**src/rtl/am_search_pkg.sv**
```systemverilog
// ============================================================================
// Module : am_search_pkg
// Brief  : Shared types and helpers for the AM similarity-search controller.
// Rev    : 1.0
// ============================================================================
`default_nettype none

package am_search_pkg;

    typedef enum logic [1:0] {
        IDLE  = 2'd0,
        ISSUE = 2'd1,
        DRAIN = 2'd2,
        DONE  = 2'd3
    } state_e;

    localparam int AM_ADDR_W_DEFAULT = 13;
    localparam int SCORE_W_DEFAULT   = 11;

    // Score width tracks the bit-counter output width for an N-bit hypervector.
    function automatic int score_w(input int n);
        return $clog2(n);
    endfunction

    typedef struct packed {
        logic [AM_ADDR_W_DEFAULT-1:0] cls;
        logic [SCORE_W_DEFAULT-1:0]   score;
    } am_result_t;

endpackage

`default_nettype wire

```
**src/rtl/am_rd_delay.sv**
```systemverilog
// ============================================================================
// Module : am_rd_delay
// Brief  : LATENCY-stage valid+address pipe matching the AM read latency.
// Rev    : 1.0
// ============================================================================
`default_nettype none

module am_rd_delay #(
    parameter int LATENCY = 1,
    parameter int ADDR_W  = 13
) (
    input  logic              clk_i,
    input  logic              rst_ni,
    input  logic              in_valid_i,
    input  logic [ADDR_W-1:0] in_addr_i,
    output logic              out_valid_o,
    output logic [ADDR_W-1:0] out_addr_o
);

    generate
        if (LATENCY == 0) begin : g_comb
            logic unused_clk_rst;
            assign unused_clk_rst = clk_i ^ rst_ni;
            assign out_valid_o    = in_valid_i;
            assign out_addr_o     = in_addr_i;
        end else begin : g_pipe
            logic [LATENCY-1:0] vld_q;
            logic [ADDR_W-1:0]  addr_q [LATENCY];

            always_ff @(posedge clk_i or negedge rst_ni) begin
                if (!rst_ni) begin
                    vld_q <= '0;
                    for (int i = 0; i < LATENCY; i++) begin
                        addr_q[i] <= '0;
                    end
                end else begin
                    vld_q[0]  <= in_valid_i;
                    addr_q[0] <= in_addr_i;
                    for (int i = 1; i < LATENCY; i++) begin
                        vld_q[i]  <= vld_q[i-1];
                        addr_q[i] <= addr_q[i-1];
                    end
                end
            end

            assign out_valid_o = vld_q[LATENCY-1];
            assign out_addr_o  = addr_q[LATENCY-1];
        end
    endgenerate

endmodule

`default_nettype wire

```
**src/rtl/am_search_ctrl.sv**
```systemverilog
// ============================================================================
// Module : am_search_ctrl
// Brief  : AM search sequencer and argmax tracker with valid/ready result.
//          Define AM_SEARCH_THRESH_EN to add thresh_i / result_hit_o.
// Rev    : 1.0
// ============================================================================
`default_nettype none

module am_search_ctrl
    import am_search_pkg::*;
#(
    parameter  int N             = 2048,
    parameter  int AM_ADDR_WIDTH = 13,
    parameter  int NUM_CLASSES   = 26,
    parameter  int AM_LATENCY    = 1,
    localparam int SCORE_W       = score_w(N)
) (
    input  logic                     clk_i,
    input  logic                     rst_ni,
    input  logic                     start_i,
    output logic                     busy_o,
    output logic                     am_rd_en_o,
    output logic [AM_ADDR_WIDTH-1:0] am_addr_o,
    output logic                     bc_valid_o,
    output logic [AM_ADDR_WIDTH-1:0] bc_addr_o,
    input  logic                     bc_valid_i,
    input  logic [SCORE_W-1:0]       bc_count_i,
    input  logic [AM_ADDR_WIDTH-1:0] bc_addr_i,
    output logic                     result_valid_o,
    input  logic                     result_ready_i,
    output logic [AM_ADDR_WIDTH-1:0] result_class_o,
    output logic [SCORE_W-1:0]       result_score_o
`ifdef AM_SEARCH_THRESH_EN
    ,
    input  logic [SCORE_W-1:0]       thresh_i,
    output logic                     result_hit_o
`endif
);

    typedef struct packed {
        logic [AM_ADDR_WIDTH-1:0] cls;
        logic [SCORE_W-1:0]       score;
    } result_t;

    localparam logic [AM_ADDR_WIDTH-1:0] c_last_addr = AM_ADDR_WIDTH'(NUM_CLASSES - 1);
    localparam logic [AM_ADDR_WIDTH:0]   c_num_cls   = (AM_ADDR_WIDTH + 1)'(NUM_CLASSES);

    state_e                   state_q, state_d;
    logic [AM_ADDR_WIDTH-1:0] issue_cnt_q, issue_cnt_d;
    logic [AM_ADDR_WIDTH:0]   recv_cnt_q, recv_cnt_d;
    result_t                  best_q, best_d;
    logic                     w_capture;
    logic                     w_take;

    always_ff @(posedge clk_i or negedge rst_ni) begin
        if (!rst_ni) begin
            state_q     <= IDLE;
            issue_cnt_q <= '0;
            recv_cnt_q  <= '0;
            best_q      <= '0;
        end else begin
            state_q     <= state_d;
            issue_cnt_q <= issue_cnt_d;
            recv_cnt_q  <= recv_cnt_d;
            best_q      <= best_d;
        end
    end

    always_comb begin
        state_d     = state_q;
        issue_cnt_d = issue_cnt_q;
        recv_cnt_d  = recv_cnt_q;
        best_d      = best_q;
        w_capture   = bc_valid_i && ((state_q == ISSUE) || (state_q == DRAIN));
        // First score always loads; later ones only on a strict win so ties keep the lower address.
        w_take      = w_capture && ((recv_cnt_q == '0) || (bc_count_i > best_q.score));

        case (state_q)
            IDLE: begin
                if (start_i) begin
                    state_d     = ISSUE;
                    issue_cnt_d = '0;
                    recv_cnt_d  = '0;
                    best_d      = '0;
                end
            end
            ISSUE: begin
                if (issue_cnt_q == c_last_addr) begin
                    state_d = DRAIN;
                end else begin
                    issue_cnt_d = issue_cnt_q + 1'b1;
                end
            end
            DRAIN: begin
                if (recv_cnt_q == c_num_cls) begin
                    state_d = DONE;
                end
            end
            DONE: begin
                if (result_ready_i) begin
                    state_d = IDLE;
                end
            end
            default: state_d = IDLE;
        endcase

        if (w_take) begin
            best_d.score = bc_count_i;
            best_d.cls   = bc_addr_i;
        end
        if (w_capture) begin
            recv_cnt_d = recv_cnt_q + 1'b1;
        end
    end

    assign busy_o         = (state_q != IDLE);
    assign am_rd_en_o     = (state_q == ISSUE);
    assign am_addr_o      = am_rd_en_o ? issue_cnt_q : '0;
    assign result_valid_o = (state_q == DONE);
    assign result_class_o = result_valid_o ? best_q.cls : '0;
    assign result_score_o = result_valid_o ? best_q.score : '0;

    am_rd_delay #(
        .LATENCY (AM_LATENCY),
        .ADDR_W  (AM_ADDR_WIDTH)
    ) u_rd_delay (
        .clk_i       (clk_i),
        .rst_ni      (rst_ni),
        .in_valid_i  (am_rd_en_o),
        .in_addr_i   (am_addr_o),
        .out_valid_o (bc_valid_o),
        .out_addr_o  (bc_addr_o)
    );

`ifdef AM_SEARCH_THRESH_EN
    logic hit_q;

    // Latched on DONE entry, when the best score is final, so thresh_i may move afterwards.
    always_ff @(posedge clk_i or negedge rst_ni) begin
        if (!rst_ni) begin
            hit_q <= 1'b0;
        end else if ((state_q == DRAIN) && (state_d == DONE)) begin
            hit_q <= (best_q.score >= thresh_i);
        end else if (state_q != DONE) begin
            hit_q <= 1'b0;
        end
    end

    assign result_hit_o = hit_q & result_valid_o;
`endif

endmodule

`default_nettype wire

```
**config.mk**
```make
export PLATFORM = sky130hd
export DESIGN_NAME = am_search_ctrl
export DESIGN_NICKNAME = d
export VERILOG_FILES = /design/src/rtl/am_search_pkg.sv /design/src/rtl/am_rd_delay.sv /design/src/rtl/am_search_ctrl.sv
export SDC_FILE = /design/constraint.sdc
export NUM_CORES = 1
export LEC_CHECK = 0
export ABC_AREA = 1
export BUFFER_PORTS_ARGS = -buffer_cell sky130_fd_sc_hd__buf_2
export CAP_MARGIN = 20
export CORE_MARGIN = 2
export CORE_UTILIZATION = 50
export CTS_CLUSTER_SIZE = 20
export DETAILED_ROUTE_END_ITERATION = 10
export PLACE_DENSITY_LB_ADDON = 0.08
export SYNTH_ARGS = -nofsm -noshare
export SYNTH_HDL_FRONTEND = slang
export SYNTH_SLANG_ARGS = --single-unit
```
**constraint.sdc**
```tcl
create_clock -name clk_i -period 1.75 [get_ports clk_i]
set_input_delay 0.4375 -clock clk_i [delete_from_list [all_inputs] [get_ports clk_i]]
set_output_delay 0.4375 -clock clk_i [all_outputs]
set_load 0.1 [all_outputs]
```
==> results <==
- The initial antenna violation count is 0.
- The repair_antennas step left the layout with diodes totalling 0.
- The share of synthesized area in the top cell type comes to 44.2%.
- The dominant synthesized flop cell is sky130_fd_sc_hd__dfrtp_1.
- The synthesized area per cell is 7.69 sq um.
- The horizontal die dimension is 91.1 um.
- Setup repair after global routing could not meet its margin everywhere.
- The detailed router's first-iteration violation count is 230.
- Summing the areas of all xor and xnor instances in the mapped netlist gives 2.54% of the synthesized area.
- Together, buffers and inverters on the worst path number 2.
- Buffers inserted during clock tree synthesis total 9.
- Dividing the final minimum period by the clock period gives 118%.
- For the pin with the worst max-slew slack, the measured transition is 0.499 ns.
- The count of buffers inserted at the top-level ports is 82.
- Dividing total power by cell area gives a power density of 1490 mW/mm^2.
- The simple-gate portion of the synthesized area is 29.3%.
- The clock passes through at most 2 buffers.
- Ranked by total cell area, the synthesized netlist is headed by sky130_fd_sc_hd__dfrtp_1 44%, sky130_fd_sc_hd__nand2_1 13%, sky130_fd_sc_hd__nand3_1 9.1%.
- The count of filler cells inserted in the layout is 355.
- The upper clock frequency limit is 0.485 GHz.
- The first-pass GRT wire length is 16800 um.
- After layout, the worst setup slack is -0.313 ns.
- Among cell families on the critical path, the largest total delay comes from simple AND/OR/NAND/NOR gates.
- After synthesis, the share of flip-flops with an asynchronous set or reset is 100%.
- The worst max-slew margin expressed relative to the limit is 66.9%.
- The growth of design area from synthesis to finish is 66.9%.
- Synthesis inferred 67 register bits.
- The initial utilization of the core area, before any placement, comes to 52.0%.
- The commonest cells after synthesis are 132 x sky130_fd_sc_hd__nand2_1, 90 x sky130_fd_sc_hd__inv_1, 69 x sky130_fd_sc_hd__nand3_1.
- The final-report max-slew violation count is 0.
- The sequential share of the synthesized area is 44.2%.
- The total global-route track usage is 25.3%.
- The number of H-tree branching levels is 3.
- The final period demand of the worst path is 2.06 ns.
- Routability-driven placement finished with a final weighted congestion of 0.898.
- The highest ir drop seen on vdd is 1.97 mV.
- Traced cell by cell, the critical path runs through inv_1 > ha_1 > nand2_1 > inv_1 > nand2_2 > nor2_4 > nand4_1 > nand2_4 > nand2_8 > nand2_8 > nand3_1 > nand2_1.
- The number of instances in the synthesized netlist is 493.
- The biggest cell delay along the critical path is 0.39 ns.
- The area inside the core boundary is 0.00729 sq mm.
- The run finished, with violations left.
- The number of violations of the max-capacitance limit is 0.
- For this design the top-level I/O count stands at 83.
- In this run the cell area measured after placement is 0.00525 sq mm.
- The buffer type at the clock tree root is sky130_fd_sc_hd__clkbuf_8.
- The fraction of synthesized area in multiplexers is 0%.
- For the worst setup path, the data arrival time is 2.34 ns.
- Before antenna repair, the detailed router went through 5 iterations.
- After synthesis, the largest family of logic cells by area is simple AND/OR/NAND/NOR gates.
- Clock tree synthesis found a total of 67 sinks.
- Setup violations remaining at the end of the flow were counted as 64.
- With fillers left out, the area of the finished cells amounts to 0.00633 sq mm.
- The DRC violation count after routing is 0.
- The detail route stage leaves a number of antenna-violating nets equal to 0.
- For the worst-skew pair, the clock arrives at the later sink with an insertion delay of 0.35 ns.
- The core utilization of the finished layout is 86.8%.
- The worst hold path belongs to the class input pin to register.
- Clock skew on the completed layout was measured at 0.00500 ns.
- The post-layout net count is 675.
- The checks that failed: negative setup slack.
- The worst setup path is captured at a register.
- The static leakage is 0.00310 uW.
- The fraction of layout instances using a drive strength above 1 is 48.6%.
- STA puts the critical path data required time at 2.03 ns.
- Along the worst path, the maximum fanout reaches 6.
- The count of flip-flops with a built-in enable after synthesis is 0.
- The die height is 91.1 um.
- The count of cell types in the netlist is 34.
- The number of global-route vias before repair is 3623.
- The clock tree from TritonCTS is built.
- The Yosys step of the flow raised 0 warnings.
- The worst setup path is launched from a register.
- The post-placement setup slack is -0.174 ns.
- Wires add up to 12500 um.
- The synthesized-area fraction occupied by ao, oa, aoi and oai cells is 5.54%.
- The detailed placer's ending HPWL is 6850 um.
- Across all layers, the routed design uses 3942 vias.
- By startpoint and endpoint, the worst setup path is classified as register to register.
- The biggest area contributor in the post-synthesis netlist is sky130_fd_sc_hd__dfrtp_1.
- In the final routed layout, each cell accounts on average for 17.1 um.
- The floorplan step defined a die boundary enclosing 0.00830 sq mm.
- Clock-pin slew was measured on the worst setup and hold paths at 0.07 ns.
- Row generation in the floorplan step produced 31 rows.
- The maximum number of pins on one net before global-route repair is 27.
- The net count after synthesis is 542.
- Global routing finished with a remaining overflow of 0.
- After synthesis the cells add up to 0.00379 sq mm.
- The most common cell in the netlist is sky130_fd_sc_hd__nand2_1.
- The final-report hold violation count is 0.
- The via count normalized by instance count is 5.41.
- After Yosys synthesis, full adders, half adders and majority gates account for 6.60% of the synthesized area.
- Among all stages on the critical path, the largest delay is contributed by sky130_fd_sc_hd__dfrtp_1.
worst min-delay path, cell delays in order:
cell and delay, ns:
sky130_fd_sc_hd__buf_2 0.08, sky130_fd_sc_hd__nand3_2 0.06, sky130_fd_sc_hd__nand2_1 0.05
per-stage QoR:
step	hold slack, ns	power, uW	cells	setup TNS (ns)
after floorplan	0.142	5170	493	-12.57
after global placement	0.292	6170	681	-1.99
after detailed placement	0.300	6270	681	-3.85
after CTS	0.320	7920	713	-7.71
after global routing	0.329	9870	729	-17.18
final	0.317	9450	729	-14.08
cell families (layout without fill, tap and decap cells):
family                   count (synthesis)  after routing
buffers and inverters                  109            242
XOR/XNOR                                11             11
AO/OA/AOI/OAI                           36             36
adder cells (fa/ha/maj)                 20             20
AND/OR/NAND/NOR                        250            254
flip-flops                              67             67
where the power goes:
| part | switching, uW | internal (uW) |
|---|---|---|
| Combinational | 3850 | 2280 |
| Sequential | 342 | 1860 |
| Clock | 588 | 539 |
state kept, by name (all words and copies together) (netlist names):
name                    flops
best_q                     24
u_rd_delay.out_addr_o      13
issue_cnt_q                13
u_rd_delay.out_valid_o      1
state_q                     2
recv_cnt_q                 14
layer usage:
metal | up-vias | share of wire (%) | global-route usage (%)
met3 | 36 | 6.0 | 5.31
met1 | 1916 | 39 | 32.2
met5 | - | 0 | 0
met4 | 0 | 2.9 | 7.83
li1 | 1807 | - | -
met2 | 183 | 52 | 43.5
cell type report:
cell class	instances	area [sq um]	area share (%)
clock buffer	12	145	2.29
timing repair buffer	134	1550	24.5
inverter	93	507	8.01
tap	99	124	1.96
sequential	67	1680	26.5
clock inverter	3	15.0	0.237
multi-input combinational	321	2310	36.4
placed cells by master (no fill, tap or decap), drive strengths merged:
| master | instances |
|---|---|
| nand2 | 141 |
| buf | 132 |
| nand3 | 70 |
| dfrtp | 67 |
| inv | 55 |
| clkinvlp | 38 |
| nor2 | 29 |
| ha | 20 |
| o21ai | 18 |
| clkbuf | 13 |
| xor2 | 11 |
| a21oi | 11 |
| nor3 | 7 |
| nand3b | 3 |
| clkinv | 3 |
| nand4 | 2 |
| o31ai | 2 |
| nor4 | 1 |
| or2 | 1 |
| o22ai | 1 |
| a21o | 1 |
| a32oi | 1 |
| a31oi | 1 |
| o32ai | 1 |
| dlygate4sd3 | 1 |
final timing paths:
path	start	slack [ns]	depth (start not counted)	endpoint
min in group asynchronous	rst_ni	0.47	2	best_q[11]
setup reg to reg	best_q[6]	-0.31	12	best_q[0]
hold reg to reg	recv_cnt_q[8]	0.53	1	recv_cnt_q[8]
setup / recovery	best_q[6]	-0.31	12	best_q[0]
hold / removal	bc_addr_i[8]	0.32	3	best_q[19]
max in group asynchronous	rst_ni	0.74	3	u_rd_delay.out_addr_o[4]
timing repair:
| item | CTS | global route |
|---|---|---|
| hold endpoints to repair | 5 | 0 |
| gates cloned | 1 | 7 |
| endpoints found under the setup margin | 65 | 88 |
| pin swaps | 2 | 35 |
| buffers inserted | 15 | 9 |
| hold buffers | 1 | 0 |
| resized for setup | 38 | 106 |
No activity file was read; power rests on OpenSTA's default activity.
